===== src/rtl/sdram_cmd_responder_if.sv =====
// SDRAM pin bundle plus backend store port for the command responder.
// slave = responder side, master = controller/backend side.
interface sdram_cmd_responder_if #(
  parameter int DW    = 64,
  parameter int COL_W = 8
);
  logic                  sd_cs_;
  logic                  sd_ras_;
  logic                  sd_cas_;
  logic                  sd_we_;
  logic [1:0]            sd_ba;
  logic [11:0]           sd_adrs;
  logic [DW/8-1:0]       sd_dqm_l;
  logic [DW-1:0]         sd_dq_in;
  logic [DW-1:0]         sd_dq_out;
  logic [DW/8-1:0]       sd_dq_oe;
  logic                  be_req;
  logic                  be_we;
  logic [14+COL_W-1:0]   be_addr;
  logic [DW-1:0]         be_wdata;
  logic [DW/8-1:0]       be_wmask;
  logic [DW-1:0]         be_rdata;
  logic                  err_closed;
  logic                  err_open;

  modport slave (
    input  sd_cs_, sd_ras_, sd_cas_, sd_we_,
    input  sd_ba, sd_adrs, sd_dqm_l, sd_dq_in,
    input  be_rdata,
    output sd_dq_out, sd_dq_oe,
    output be_req, be_we, be_addr, be_wdata, be_wmask,
    output err_closed, err_open
  );

  modport master (
    output sd_cs_, sd_ras_, sd_cas_, sd_we_,
    output sd_ba, sd_adrs, sd_dqm_l, sd_dq_in,
    output be_rdata,
    input  sd_dq_out, sd_dq_oe,
    input  be_req, be_we, be_addr, be_wdata, be_wmask,
    input  err_closed, err_open
  );
endinterface


===== src/rtl/sdram_cmd_responder.sv =====
// SDRAM target-side responder: decodes pin commands, tracks open rows,
// turns bursts into backend beats and returns read data after CL.
module sdram_cmd_responder #(
  parameter int CL    = 2,
  parameter int BL    = 4,
  parameter int COL_W = 8,
  parameter int DW    = 64
) (
  input logic                  clk,
  input logic                  rst_l,
  sdram_cmd_responder_if.slave bus
);
  localparam int MW = DW / 8;
  localparam int AW = 14 + COL_W;
  localparam logic [COL_W-1:0] MSK = COL_W'(BL - 1);

  typedef enum logic [1:0] {
    IDLE,
    RD_BURST,
    WR_BURST
  } state_t;

  state_t           state;
  logic [1:0]       bk;
  logic [11:0]      row;
  logic [COL_W-1:0] col;
  logic [3:0]       k;
  logic             ap;
  logic [3:0]       open_q;
  logic [3:0]       open_d;
  logic [11:0]      rows [4];
  logic [MW-1:0]    rd_oe;

  logic [2:0]       cmd;
  logic             is_act;
  logic             is_rd;
  logic             is_wr;
  logic             is_pre;
  logic             legal_rw;
  logic             last_beat;
  logic             ap_close;
  logic             go;
  logic             go_we;
  logic [AW-1:0]    go_addr;

  function automatic logic [COL_W-1:0] wrap(
    input logic [COL_W-1:0] c,
    input logic [3:0]       n
  );
    return (c & ~MSK) | ((c + COL_W'(n)) & MSK);
  endfunction

  assign cmd = {bus.sd_ras_, bus.sd_cas_, bus.sd_we_};

  always_comb begin
    is_act = 1'b0;
    is_rd  = 1'b0;
    is_wr  = 1'b0;
    is_pre = 1'b0;
    unique case (1'b1)
      (!bus.sd_cs_ && cmd == 3'b011): is_act = 1'b1;
      (!bus.sd_cs_ && cmd == 3'b101): is_rd  = 1'b1;
      (!bus.sd_cs_ && cmd == 3'b100): is_wr  = 1'b1;
      (!bus.sd_cs_ && cmd == 3'b010): is_pre = 1'b1;
      default: ;
    endcase
  end

  assign legal_rw  = (is_rd | is_wr) & open_q[bus.sd_ba];
  assign last_beat = (state != IDLE) && (k == 4'(BL - 1));
  // auto-precharge fires on the final beat or when a new burst cuts in
  assign ap_close  = ap && (state != IDLE) && (legal_rw || last_beat);

  always_comb begin
    open_d = open_q;
    if (ap_close)
      open_d[bk] = 1'b0;
    if (legal_rw && bus.sd_adrs[10] && BL == 1)
      open_d[bus.sd_ba] = 1'b0;
    if (is_act)
      open_d[bus.sd_ba] = 1'b1;
    if (is_pre) begin
      if (bus.sd_adrs[10])
        open_d = '0;
      else
        open_d[bus.sd_ba] = 1'b0;
    end
  end

  always_comb begin
    go      = 1'b0;
    go_we   = 1'b0;
    go_addr = '0;
    if (legal_rw) begin
      go      = 1'b1;
      go_we   = is_wr;
      go_addr = {bus.sd_ba, rows[bus.sd_ba],
                 bus.sd_adrs[COL_W-1:0]};
    end else if (state != IDLE) begin
      go      = 1'b1;
      go_we   = (state == WR_BURST);
      go_addr = {bk, row, wrap(col, k)};
    end
  end

  always_ff @(posedge clk or negedge rst_l) begin
    if (!rst_l) begin
      state          <= IDLE;
      bk             <= '0;
      row            <= '0;
      col            <= '0;
      k              <= '0;
      ap             <= 1'b0;
      open_q         <= '0;
      for (int i = 0; i < 4; i++)
        rows[i] <= '0;
      rd_oe          <= '0;
      bus.be_req     <= 1'b0;
      bus.be_we      <= 1'b0;
      bus.be_addr    <= '0;
      bus.be_wdata   <= '0;
      bus.be_wmask   <= '0;
      bus.err_closed <= 1'b0;
      bus.err_open   <= 1'b0;
    end else begin
      open_q <= open_d;
      if (is_act)
        rows[bus.sd_ba] <= bus.sd_adrs;
      bus.err_closed <= (is_rd | is_wr) & ~open_q[bus.sd_ba];
      bus.err_open   <= is_act & open_q[bus.sd_ba];
      bus.be_req     <= go;
      bus.be_we      <= go & go_we;
      bus.be_wdata   <= (go && go_we) ? bus.sd_dq_in : '0;
      bus.be_wmask   <= (go && go_we) ? ~bus.sd_dqm_l : '0;
      rd_oe          <= (go && !go_we) ? ~bus.sd_dqm_l : '0;
      if (go)
        bus.be_addr <= go_addr;
      if (legal_rw) begin
        state <= (BL == 1) ? IDLE
               : (is_wr ? WR_BURST : RD_BURST);
        bk    <= bus.sd_ba;
        row   <= rows[bus.sd_ba];
        col   <= bus.sd_adrs[COL_W-1:0];
        ap    <= bus.sd_adrs[10];
        k     <= 4'd1;
      end else if (last_beat) begin
        state <= IDLE;
      end else if (state != IDLE) begin
        k <= k + 4'd1;
      end
    end
  end

  logic          v0;
  logic          out_v;
  logic [MW-1:0] out_oe;
  logic [DW-1:0] out_d;
  logic [DW-1:0] last_q;

  assign v0 = bus.be_req & ~bus.be_we;

  // stage 0 is the backend's combinational answer; CL-1 registers follow
  if (CL == 1) begin : g_cl1
    assign out_v  = v0;
    assign out_oe = rd_oe;
    assign out_d  = bus.be_rdata;
  end else begin : g_pipe
    logic [CL-2:0] v_q;
    logic [MW-1:0] oe_q [CL-1];
    logic [DW-1:0] d_q  [CL-1];

    always_ff @(posedge clk or negedge rst_l) begin
      if (!rst_l) begin
        v_q <= '0;
        for (int i = 0; i < CL - 1; i++) begin
          oe_q[i] <= '0;
          d_q[i]  <= '0;
        end
      end else begin
        v_q[0]  <= v0;
        oe_q[0] <= rd_oe;
        d_q[0]  <= bus.be_rdata;
        for (int i = 1; i < CL - 1; i++) begin
          v_q[i]  <= v_q[i-1];
          oe_q[i] <= oe_q[i-1];
          d_q[i]  <= d_q[i-1];
        end
      end
    end

    assign out_v  = v_q[CL-2];
    assign out_oe = oe_q[CL-2];
    assign out_d  = d_q[CL-2];
  end

  always_ff @(posedge clk or negedge rst_l) begin
    if (!rst_l)
      last_q <= '0;
    else if (out_v)
      last_q <= out_d;
  end

  assign bus.sd_dq_out = out_v ? out_d : last_q;
  assign bus.sd_dq_oe  = out_v ? out_oe : '0;
endmodule


===== src/flat_wrapper.sv =====
// flat-port wrapper written by rule: the top's interface ports become plain ports
module sdram_cmd_responder_flat 
#(
  parameter int CL    = 2,
  parameter int BL    = 4,
  parameter int COL_W = 8,
  parameter int DW    = 64
)
  (clk, rst_l, bus_sd_cs_, bus_sd_ras_, bus_sd_cas_, bus_sd_we_, bus_sd_ba, bus_sd_adrs, bus_sd_dqm_l, bus_sd_dq_in, bus_be_rdata, bus_sd_dq_out, bus_sd_dq_oe, bus_be_req, bus_be_we, bus_be_addr, bus_be_wdata, bus_be_wmask, bus_err_closed, bus_err_open);
  sdram_cmd_responder_if #(.DW(DW), .COL_W(COL_W)) bus_i ();
  input logic clk;
  input logic rst_l;
  input wire logic [$bits(bus_i.sd_cs_)-1:0] bus_sd_cs_;
  input wire logic [$bits(bus_i.sd_ras_)-1:0] bus_sd_ras_;
  input wire logic [$bits(bus_i.sd_cas_)-1:0] bus_sd_cas_;
  input wire logic [$bits(bus_i.sd_we_)-1:0] bus_sd_we_;
  input wire logic [$bits(bus_i.sd_ba)-1:0] bus_sd_ba;
  input wire logic [$bits(bus_i.sd_adrs)-1:0] bus_sd_adrs;
  input wire logic [$bits(bus_i.sd_dqm_l)-1:0] bus_sd_dqm_l;
  input wire logic [$bits(bus_i.sd_dq_in)-1:0] bus_sd_dq_in;
  input wire logic [$bits(bus_i.be_rdata)-1:0] bus_be_rdata;
  output wire logic [$bits(bus_i.sd_dq_out)-1:0] bus_sd_dq_out;
  output wire logic [$bits(bus_i.sd_dq_oe)-1:0] bus_sd_dq_oe;
  output wire logic [$bits(bus_i.be_req)-1:0] bus_be_req;
  output wire logic [$bits(bus_i.be_we)-1:0] bus_be_we;
  output wire logic [$bits(bus_i.be_addr)-1:0] bus_be_addr;
  output wire logic [$bits(bus_i.be_wdata)-1:0] bus_be_wdata;
  output wire logic [$bits(bus_i.be_wmask)-1:0] bus_be_wmask;
  output wire logic [$bits(bus_i.err_closed)-1:0] bus_err_closed;
  output wire logic [$bits(bus_i.err_open)-1:0] bus_err_open;
  assign bus_i.sd_cs_ = bus_sd_cs_;
  assign bus_i.sd_ras_ = bus_sd_ras_;
  assign bus_i.sd_cas_ = bus_sd_cas_;
  assign bus_i.sd_we_ = bus_sd_we_;
  assign bus_i.sd_ba = bus_sd_ba;
  assign bus_i.sd_adrs = bus_sd_adrs;
  assign bus_i.sd_dqm_l = bus_sd_dqm_l;
  assign bus_i.sd_dq_in = bus_sd_dq_in;
  assign bus_i.be_rdata = bus_be_rdata;
  assign bus_sd_dq_out = bus_i.sd_dq_out;
  assign bus_sd_dq_oe = bus_i.sd_dq_oe;
  assign bus_be_req = bus_i.be_req;
  assign bus_be_we = bus_i.be_we;
  assign bus_be_addr = bus_i.be_addr;
  assign bus_be_wdata = bus_i.be_wdata;
  assign bus_be_wmask = bus_i.be_wmask;
  assign bus_err_closed = bus_i.err_closed;
  assign bus_err_open = bus_i.err_open;
  sdram_cmd_responder #(.CL(CL), .BL(BL), .COL_W(COL_W), .DW(DW)) u_core (.clk(clk), .rst_l(rst_l), .bus(bus_i));
endmodule

===== config.mk =====
export PLATFORM = sky130hd
export DESIGN_NAME = sdram_cmd_responder_flat
export DESIGN_NICKNAME = d
export VERILOG_FILES = /design/src/rtl/sdram_cmd_responder_if.sv /design/src/rtl/sdram_cmd_responder.sv /design/src/flat_wrapper.sv
export SDC_FILE = /design/constraint.sdc
export NUM_CORES = 1
export LEC_CHECK = 0
export ABC_AREA = 1
export BUFFER_PORTS_ARGS = -buffer_cell sky130_fd_sc_hd__buf_2
export CAP_MARGIN = 25
export CORE_MARGIN = 2
export CORE_UTILIZATION = 55
export DETAILED_ROUTE_END_ITERATION = 8
export HOLD_SLACK_MARGIN = 0.05
export PLACE_DENSITY_LB_ADDON = 0.1
export SLEW_MARGIN = 40
export SYNTH_ARGS = -nofsm -noshare
export SYNTH_HDL_FRONTEND = slang
export SYNTH_SLANG_ARGS = --single-unit

===== constraint.sdc =====
create_clock -name clk -period 2.4 [get_ports clk]
set_input_delay 0.24 -clock clk [delete_from_list [all_inputs] [get_ports clk]]
set_output_delay 0.24 -clock clk [all_outputs]
set_load 0.05 [all_outputs]

==> reports/qor.csv, run 1 <==
stage,metric,value,unit
run_status,status,"finished, final reports clean",
sta,Fmax,0.4758,GHz
global_route,largest net degree at the start of global routing,73,
route,Vias/cell,4.861,
worst_setup_path,Worst EP required,2.16,ns
worst_setup_path,critical path class,register to output port,
route,DRT Wirelength,30.55,mm
route,DRC violation total after the first TritonRoute iteration,425,
synth,Mapped Area,0.01189,mm2
global_route,vias in the first global route,8995,
route,Vias,8580,
route,routed len/inst,17.31,um
worst_setup_path,slowest stage cell on the critical path,mux2_2,
sta,RSZ-0062 raised after global routing,no,
worst_setup_path,Reg2Reg Setup Slack,0.61,ns
die,Die Y,151.0,um
global_route,first-pass GRT wire length,47.02,mm
clock_tree,worst skew pair latency,0.50,ns
route,Initial DRT Pass Iterations,5,
sta,Tcrit/Tclk final,0.8757,
route,drt drc,0,
sta,skew final,0.01301,ns
die,Initial Util,0.5621,
die,die area,0.02281,mm2
synth,sequential area share after synthesis,0.6818,
sta,Final Setup Violations,0,
clock_tree,Max clock buf depth,3,
cells_and_area,synthesis-to-finish area growth,38.65,%
place,GPL Wtd Cong,0.8055,
job,max_cap viols,0,
global_route,GR Util All Layers,0.2688,
worst_setup_path,worst r2r src,u_core.open_q[0]$_DFF_PN0_,
worst_setup_path,worst-path fanout max,72,
cells_and_area,share of cells above drive strength 1,0.3671,
worst_setup_path,WP data arrival,1.86,ns
worst_setup_path,Crit. End Element,output port,
worst_setup_path,Reg2Reg Depth,10,
sta,Slew @ Worst Pin,0.5498,ns
worst_setup_path,reg2reg end,u_core.bus.be_addr[6]$_DFFE_PN0P_,
sta,Setup TNS Final,0,ns
clock_tree,clk slew on worst S/H paths,0.06,ns
synth,synth unique cells,31,
hold_path,Hold Crit Endpoint,u_core.rows[20]$_DFFE_PN0P_,
cells_and_area,Nets,1626,
sta,post-layout minimum cycle time,2.102,ns
clock_tree,CTS tree,built,
synth,Synth Register Bits,324,
place,Placed Cells,1559,
sta,Hold Slack,0.06953,ns
clock_tree,H-tree depth,2,
hold_path,Worst Min Path Start,bus_sd_adrs[8],
clock_tree,CTS Sinks,324,
power_and_ir_drop,P_leak,8.548,nW
global_route,gr ovfl total,0,
place,hpwl dp,19.30,mm
synth,Syn. warnings,0,
sta,Relative slew margins,0.6335,
sta,Hold Fails Final Rpt,0,
power_and_ir_drop,pwr/cell area,1342,mW/mm2
cells_and_area,number of antenna diodes,0,
cells_and_area,fin area,0.01649,mm2
clock_tree,TritonCTS Buffers,34,
sta,Max Slew Vio Count,0,
clock_tree,post_cts resized,0,
synth,Post-Synthesis Cells,968,
power_and_ir_drop,worst ir drop on vdd,944.9,uV
worst_setup_path,critical-path cell list,"buf_12, mux2_2, buf_2",
synth,syn_area_per_cell,12.28,um2
route,Final ANT Viol Nets,0,
die,row count,53,
hold_path,Hold Path Cell Cnt,3,
die,Ports,326,
global_route,initial antenna violation count,0,
cells_and_area,final cell count without fillers,1765,
synth,Mapped Nets,1126,
clock_tree,clock root cell,clkbuf_16,
place,number of port buffers,325,
place,DP Area,0.01389,mm2
hold_path,HP Class,primary input to register,
worst_setup_path,Startpoint Class,register,
die,Core ar.,0.02115,mm2
worst_setup_path,worst stage delay on the critical path,0.42,ns
die,die width,151.0,um
cell usage in the layout, fill, tap and decap left out, types with 2 or more instances in the layout:
master,count
nand2_2,4
inv_2,2
a21oi_1,8
nand3_1,22
clkinv_2,2
clkbuf_8,9
o211ai_1,6
nor2_1,42
mux2_2,64
bufinv_16,2
o21ai_0,54
nor2_4,60
nand2_1,186
buf_12,6
buf_2,324
xor2_1,2
nor2_2,9
inv_1,108
dlygate4sd3_1,148
clkbuf_1,8
a31oi_1,12
dfrtp_1,323
clkbuf_16,35
nand4_1,16
buf_4,23
ha_1,2
through the flow:
stage,worst slack [ns],util,power (mW)
4_1_cts,0.2689,0.7793,22.19
5_1_grt,0.2363,0.7794,23.16
3_5_place_dp,0.5372,0.6565,16.78
3_3_place_gp,0.6378,0.6565,16.58
2_1_floorplan,0.7533,-,14.64
6_report,0.2983,0.7794,22.13
logic make-up (layout without fill, tap and decap cells):
group / count (synthesis) / count (layout) / synth area share
and+or+nand+nor: 342 / 342 / 0.1561
buffers and inverters: 149 / 671 / 0.05850
AOI/OAI and AO/OA: 84 / 84 / 0.03862
xor gates and xnor gates: 3 / 3 / 0.002210
adders and majority gates: 2 / 2 / 0.002104
DFF: 324 / 324 / 0.6818
muxes: 64 / 64 / 0.06061
cells in the mapped netlist:
cell / n / share of area
clkinv_1: 1 / 0.00032
o22ai_1: 1 / 0.00053
nor2_4: 60 / 0.057
a21oi_1: 8 / 0.0034
nor2_2: 9 / 0.0047
ha_1: 2 / 0.0021
nor3_2: 1 / 0.00084
buf_2: 7 / 0.0029
inv_2: 2 / 0.00063
o21ai_0: 54 / 0.023
mux2_2: 64 / 0.061
buf_12: 6 / 0.010
a21o_1: 1 / 0.00063
clkbuf_1: 22 / 0.0069
a31oi_1: 12 / 0.0063
nand2_1: 187 / 0.059
a21boi_0: 1 / 0.00063
buf_8: 2 / 0.0025
o211ai_1: 6 / 0.0038
xnor2_1: 1 / 0.00074
and2_4: 1 / 0.00074
nand4_1: 16 / 0.0084
nand3_4: 1 / 0.0015
o21bai_1: 1 / 0.00063
inv_1: 108 / 0.034
nand2_2: 3 / 0.0016
dfrtp_1: 324 / 0.68
buf_6: 1 / 0.00095
nand3_1: 22 / 0.0093
xor2_1: 2 / 0.0015
nor2_1: 42 / 0.013
registers in the layout, indices dropped and copies added (netlist names), 4 cells and up:
name	count
u_core.bus.be_addr	22
u_core.bus.be_wdata	64
u_core.bus.be_wmask	8
u_core.col	8
u_core.g_pipe.d_q	64
u_core.g_pipe.oe_q	8
u_core.k	4
u_core.last_q	64
u_core.open_q	4
u_core.rd_oe	8
u_core.row	12
u_core.rows	48
final cells by class:
type	count	area [um2]
sequential	324	8109
fill	1310	4667
timing repair buffer	502	3411
multi-input combinational	495	3090
clock buffer	52	1030
inverter	111	416.7
tap	275	344.1
clock inverter	6	86.33
metal layers:
layer	routed length [um]	vias up	global-route usage	share of wire
met3	2062	72	0.06024	0.067
met4	1109	0	0.1037	0.036
met2	15690	308	0.4741	0.51
met5	0	-	0	0
met1	11690	4172	0.3226	0.38
li1	-	4028	-	-
worst max path at each step:
stage | slack, ns | startpoint | to | cells past startpoint
after floorplan | 0.75 | u_core.g_pipe.v_q$_DFF_PN0_ | bus_sd_dq_out[10] | 3
after global placement | 0.64 | bus_sd_cas_ | u_core.bus.be_addr[4]$_DFFE_PN0P_ | 8
after detailed placement | 0.54 | bus_sd_cas_ | u_core.bus.be_addr[2]$_DFFE_PN0P_ | 8
after CTS | 0.27 | u_core.g_pipe.v_q$_DFF_PN0_ | bus_sd_dq_out[22] | 3
after global routing | 0.24 | u_core.g_pipe.v_q$_DFF_PN0_ | bus_sd_dq_out[22] | 3
final | 0.30 | u_core.g_pipe.v_q$_DFF_PN0_ | bus_sd_dq_out[26] | 3
critical path: cells and delay by family (launching register included):
| family | cells | cell delay (ns) |
|---|---|---|
| buf+inv | 2 | 0.54 |
| flops | 1 | 0.37 |
| mux | 1 | 0.42 |
where the power goes:
| part | switching (mW) | internal (mW) |
|---|---|---|
| Sequential | 0.568 | 7.01 |
| Clock | 2.03 | 3.17 |
| Combinational | 6.93 | 2.42 |
repair_timing:
| action | 4_1_cts | 5_1_grt |
|---|---|---|
| endpoints found under the setup margin | 0 | 0 |
| buffers inserted | 0 | 0 |
| hold buffers | 148 | 0 |
| endpoints found under the hold margin | 219 | 0 |
(Power assumes the default switching activity.)
==> run 2: changes to the inputs <==
- CORE_UTILIZATION: 55 -> 47
- GPL_TIMING_DRIVEN: not set -> 0
- clock period: 2.4 -> 1.9 ns (I/O delays scaled with it)
==> run 2 against run 1 <==
The flow now finishes with violations (setup timing). Wire length grew 7.3%. Global-route usage fell by 2.6 points. Power increased by 41%. Non-clock buffer count grew 30. Flip-flop and latch count unchanged. First-iteration DRC count up 59%. Worst hold slack got worse by 0.0075 ns. Via count rose by 2.2%. Sequential power up 27%. Critical path type unchanged. Critical endpoint unchanged.
==> reports/qor.csv, run 2 (synthesis gave the netlist of run 1 again) <==
stage,metric,value,unit,change
run_status,status,"finished, violations left",,
run_status,failing checks,setup timing,,
global_route,first-pass GRT wire length,49.76,mm,+5.8%
clock_tree,CTS Sinks,324,,unchanged
global_route,gr ovfl total,0,,unchanged
sta,Slew @ Worst Pin,0.6266,ns,+0.07685 ns
sta,post-layout minimum cycle time,1.928,ns,
sta,Max Slew Vio Count,0,,unchanged
die,Initial Util,0.4750,,-0.08717
power_and_ir_drop,pwr/cell area,1764,mW/mm2,+31%
cells_and_area,Nets,1658,,+2.0%
clock_tree,clk slew on worst S/H paths,0.06,ns,about the same
power_and_ir_drop,Pwr Total,31.15,mW,+41%
sta,Hold Fails Final Rpt,0,,unchanged
worst_setup_path,most frequent cell on the critical path,buf_6,,
sta,Relative slew margins,0.5823,,-0.05123
worst_setup_path,Crit path max-delay family,buffers and inverters,,
route,drt drc,0,,unchanged
route,DRC violation total after the first TritonRoute iteration,674,,+59%
route,routed len/inst,17.66,um,+2.0%
global_route,largest net degree at the start of global routing,74,,+1.4%
worst_setup_path,Reg2Reg Depth,11,,+1
die,die area,0.02659,mm2,+17%
worst_setup_path,slowest stage cell on the critical path,dfrtp_2,,
job,max_cap viols,0,,unchanged
cells_and_area,"commonest non-fill, non-tap cell in the layout",dfrtp_1,,
clock_tree,clock root cell,clkbuf_16,,
cells_and_area,most frequent cells in the layout,"dfrtp_1 (323), buf_2 (266), nand2_1 (187), dlygate4sd3_1 (152), inv_1 (108)",,
worst_setup_path,worst path bufs/invs,3,,+1
worst_setup_path,Crit. End Element,output port,,
sta,skew final,0.02195,ns,+0.008931 ns
worst_setup_path,Stages on worst setup path,4,,+1
cells_and_area,Filler Cells Inserted,1758,,+34%
cells_and_area,Layout Utilization,0.7055,,-0.07388
cells_and_area,area of the multi-input gates,0.003202,mm2,+3.6%
place,hpwl dp,19.78,mm,+2.5%
cells_and_area,synthesis-to-finish area growth,48.54,%,
sta,Final Setup Violations,28,,+28
die,Core ar.,0.02504,mm2,+18%
worst_setup_path,worst stage delay on the critical path,0.38,ns,-0.04 ns
sta,Fmax,0.5186,GHz,
die,Ports,326,,unchanged
hold_path,HP Class,primary input to register,,
sta,Setup WS post-layout,-0.02823,ns,-0.3265 ns
clock_tree,Max clock buf depth,3,,unchanged
cells_and_area,register area,0.008109,mm2,unchanged
sta,RSZ-0062 raised after global routing,yes,,
route,Vias,8770,,+2.2%
power_and_ir_drop,worst ir drop on vdd,1333,uV,+41%
sta,Tcrit/Tclk final,1.015,,
clock_tree,TritonCTS Buffers,36,,+5.9%
clock_tree,CTS tree,built,,
place,GPL Wtd Cong,0.7917,,-1.7%
global_route,initial antenna violation count,0,,unchanged
worst_setup_path,Worst EP required,1.71,ns,-0.45 ns
route,Initial DRT Pass Iterations,5,,unchanged
clock_tree,worst skew pair latency,0.51,ns,about the same
worst_setup_path,WP data arrival,1.74,ns,-0.12 ns
hold_path,Hold Path Cell Cnt,3,,unchanged
clock_tree,H-tree depth,2,,unchanged
worst_setup_path,critical-path cell list,"buf_6, clkbuf_16, mux2_2, buf_6",,
cells_and_area,share of cells above drive strength 1,0.3702,,+0.003135
sta,Hold Slack,0.06205,ns,-0.007478 ns
place,number of port buffers,325,,unchanged
die,Die Y,163.1,um,+8.0%
worst_setup_path,worst-path fanout max,6,,-92%
die,row count,58,,+9.4%
worst_setup_path,Startpoint Class,register,,
global_route,GR Util All Layers,0.2425,,-0.02628
power_and_ir_drop,P_leak,9.073,nW,+6.1%
worst_setup_path,critical path class,register to output port,,
route,DRT Wirelength,32.78,mm,+7.3%
die,die width,163.1,um,+8.0%
route,Final ANT Viol Nets,0,,unchanged
global_route,vias in the first global route,9193,,+2.2%
cells_and_area,biggest regs,"u_core.bus.be_wdata x64, u_core.g_pipe.d_q x64, u_core.last_q x64",,
cells_and_area,number of antenna diodes,0,,unchanged
route,Vias/cell,4.725,,-2.8%
## run 2: cell count changes in the layout (fill, tap and decap cells not counted), moves of 4 or more
cell and change:
buf_2 -58, buf_6 +48, mux2_2 -29, mux2_4 +29
buf_8 +20, clkbuf_1 +14, buf_4 -11, clkbuf_16 +10
buf_16 +4, dlygate4sd3_1 +4
## run 2: area by class of cell
cell class	instances	share of cell area
multi-input combinational	495	0.1813
buffer	36	0.02401
tap	330	0.02338
inverter	111	0.02394
clock buffer	54	0.06000
sequential	324	0.4591
timing repair buffer	496	0.2195
clock inverter	10	0.008855
## run 2: power breakdown
group	internal (mW)	switching [mW]
sequential	8.85	0.736
combinational	5.10	9.34
clock	4.40	2.72
total	18.4	12.8
## run 2: final timing paths
kind,startpoint,slack (ns),to
worst max-delay path,u_core.g_pipe.v_q$_DFF_PN0_,-0.03,bus_sd_dq_out[26]
worst min-delay path,bus_sd_adrs[11],0.06,u_core.rows[23]$_DFFE_PN0P_
worst max register to register,u_core.open_q[3]$_DFF_PN0_,0.16,u_core.bus.be_wdata[58]$_DFF_PN0_
worst min register to register,u_core.rd_oe[0]$_DFF_PN0_,0.34,u_core.g_pipe.oe_q[0]$_DFF_PN0_
max in group asynchronous,rst_l,0.59,u_core.bus.be_wdata[3]$_DFF_PN0_
min in group asynchronous,rst_l,0.21,u_core.last_q[20]$_DFF_PN0_
## run 2: per-layer routing
layer / vias up / global-route usage / share of wire
met2: 290 / 0.4189 / 0.51
met1: 4303 / 0.3023 / 0.40
met4: 0 / 0.08729 / 0.033
li1: 4110 / - / -
met5: - / 0 / 0
met3: 67 / 0.05231 / 0.061
## run 2: metrics by stage
| step | cell area [um2] | instances | setup slack [ns] | TNS [ns] |
|---|---|---|---|---|
| 5_1_grt | 17660 | 1856 | -0.07043 | -2.374 |
| 6_report | 17660 | 1856 | -0.02823 | -0.3125 |
| 3_3_place_gp | 13930 | 1623 | -5.468 | -1770.21 |
| 2_1_floorplan | 11890 | 968 | 0.3033 | 0 |
| 3_5_place_dp | 14050 | 1627 | -0.2488 | -12.02 |
| 4_1_cts | 17530 | 1852 | -0.03541 | -0.4954 |
## run 2: what timing repair did
action | CTS | global route
cloned | 2 | 1
endpoints found under the hold margin | 309 | 0
setup endpoints to repair | 76 | 160
setup buffers | 9 | 3
hold buffers | 152 | 0
gates resized for setup | 184 | 29
## run 2: worst min-delay path: stages
cell and delay [ns]:
buf_2 0.12, inv_1 0.12, o21ai_0 0.10
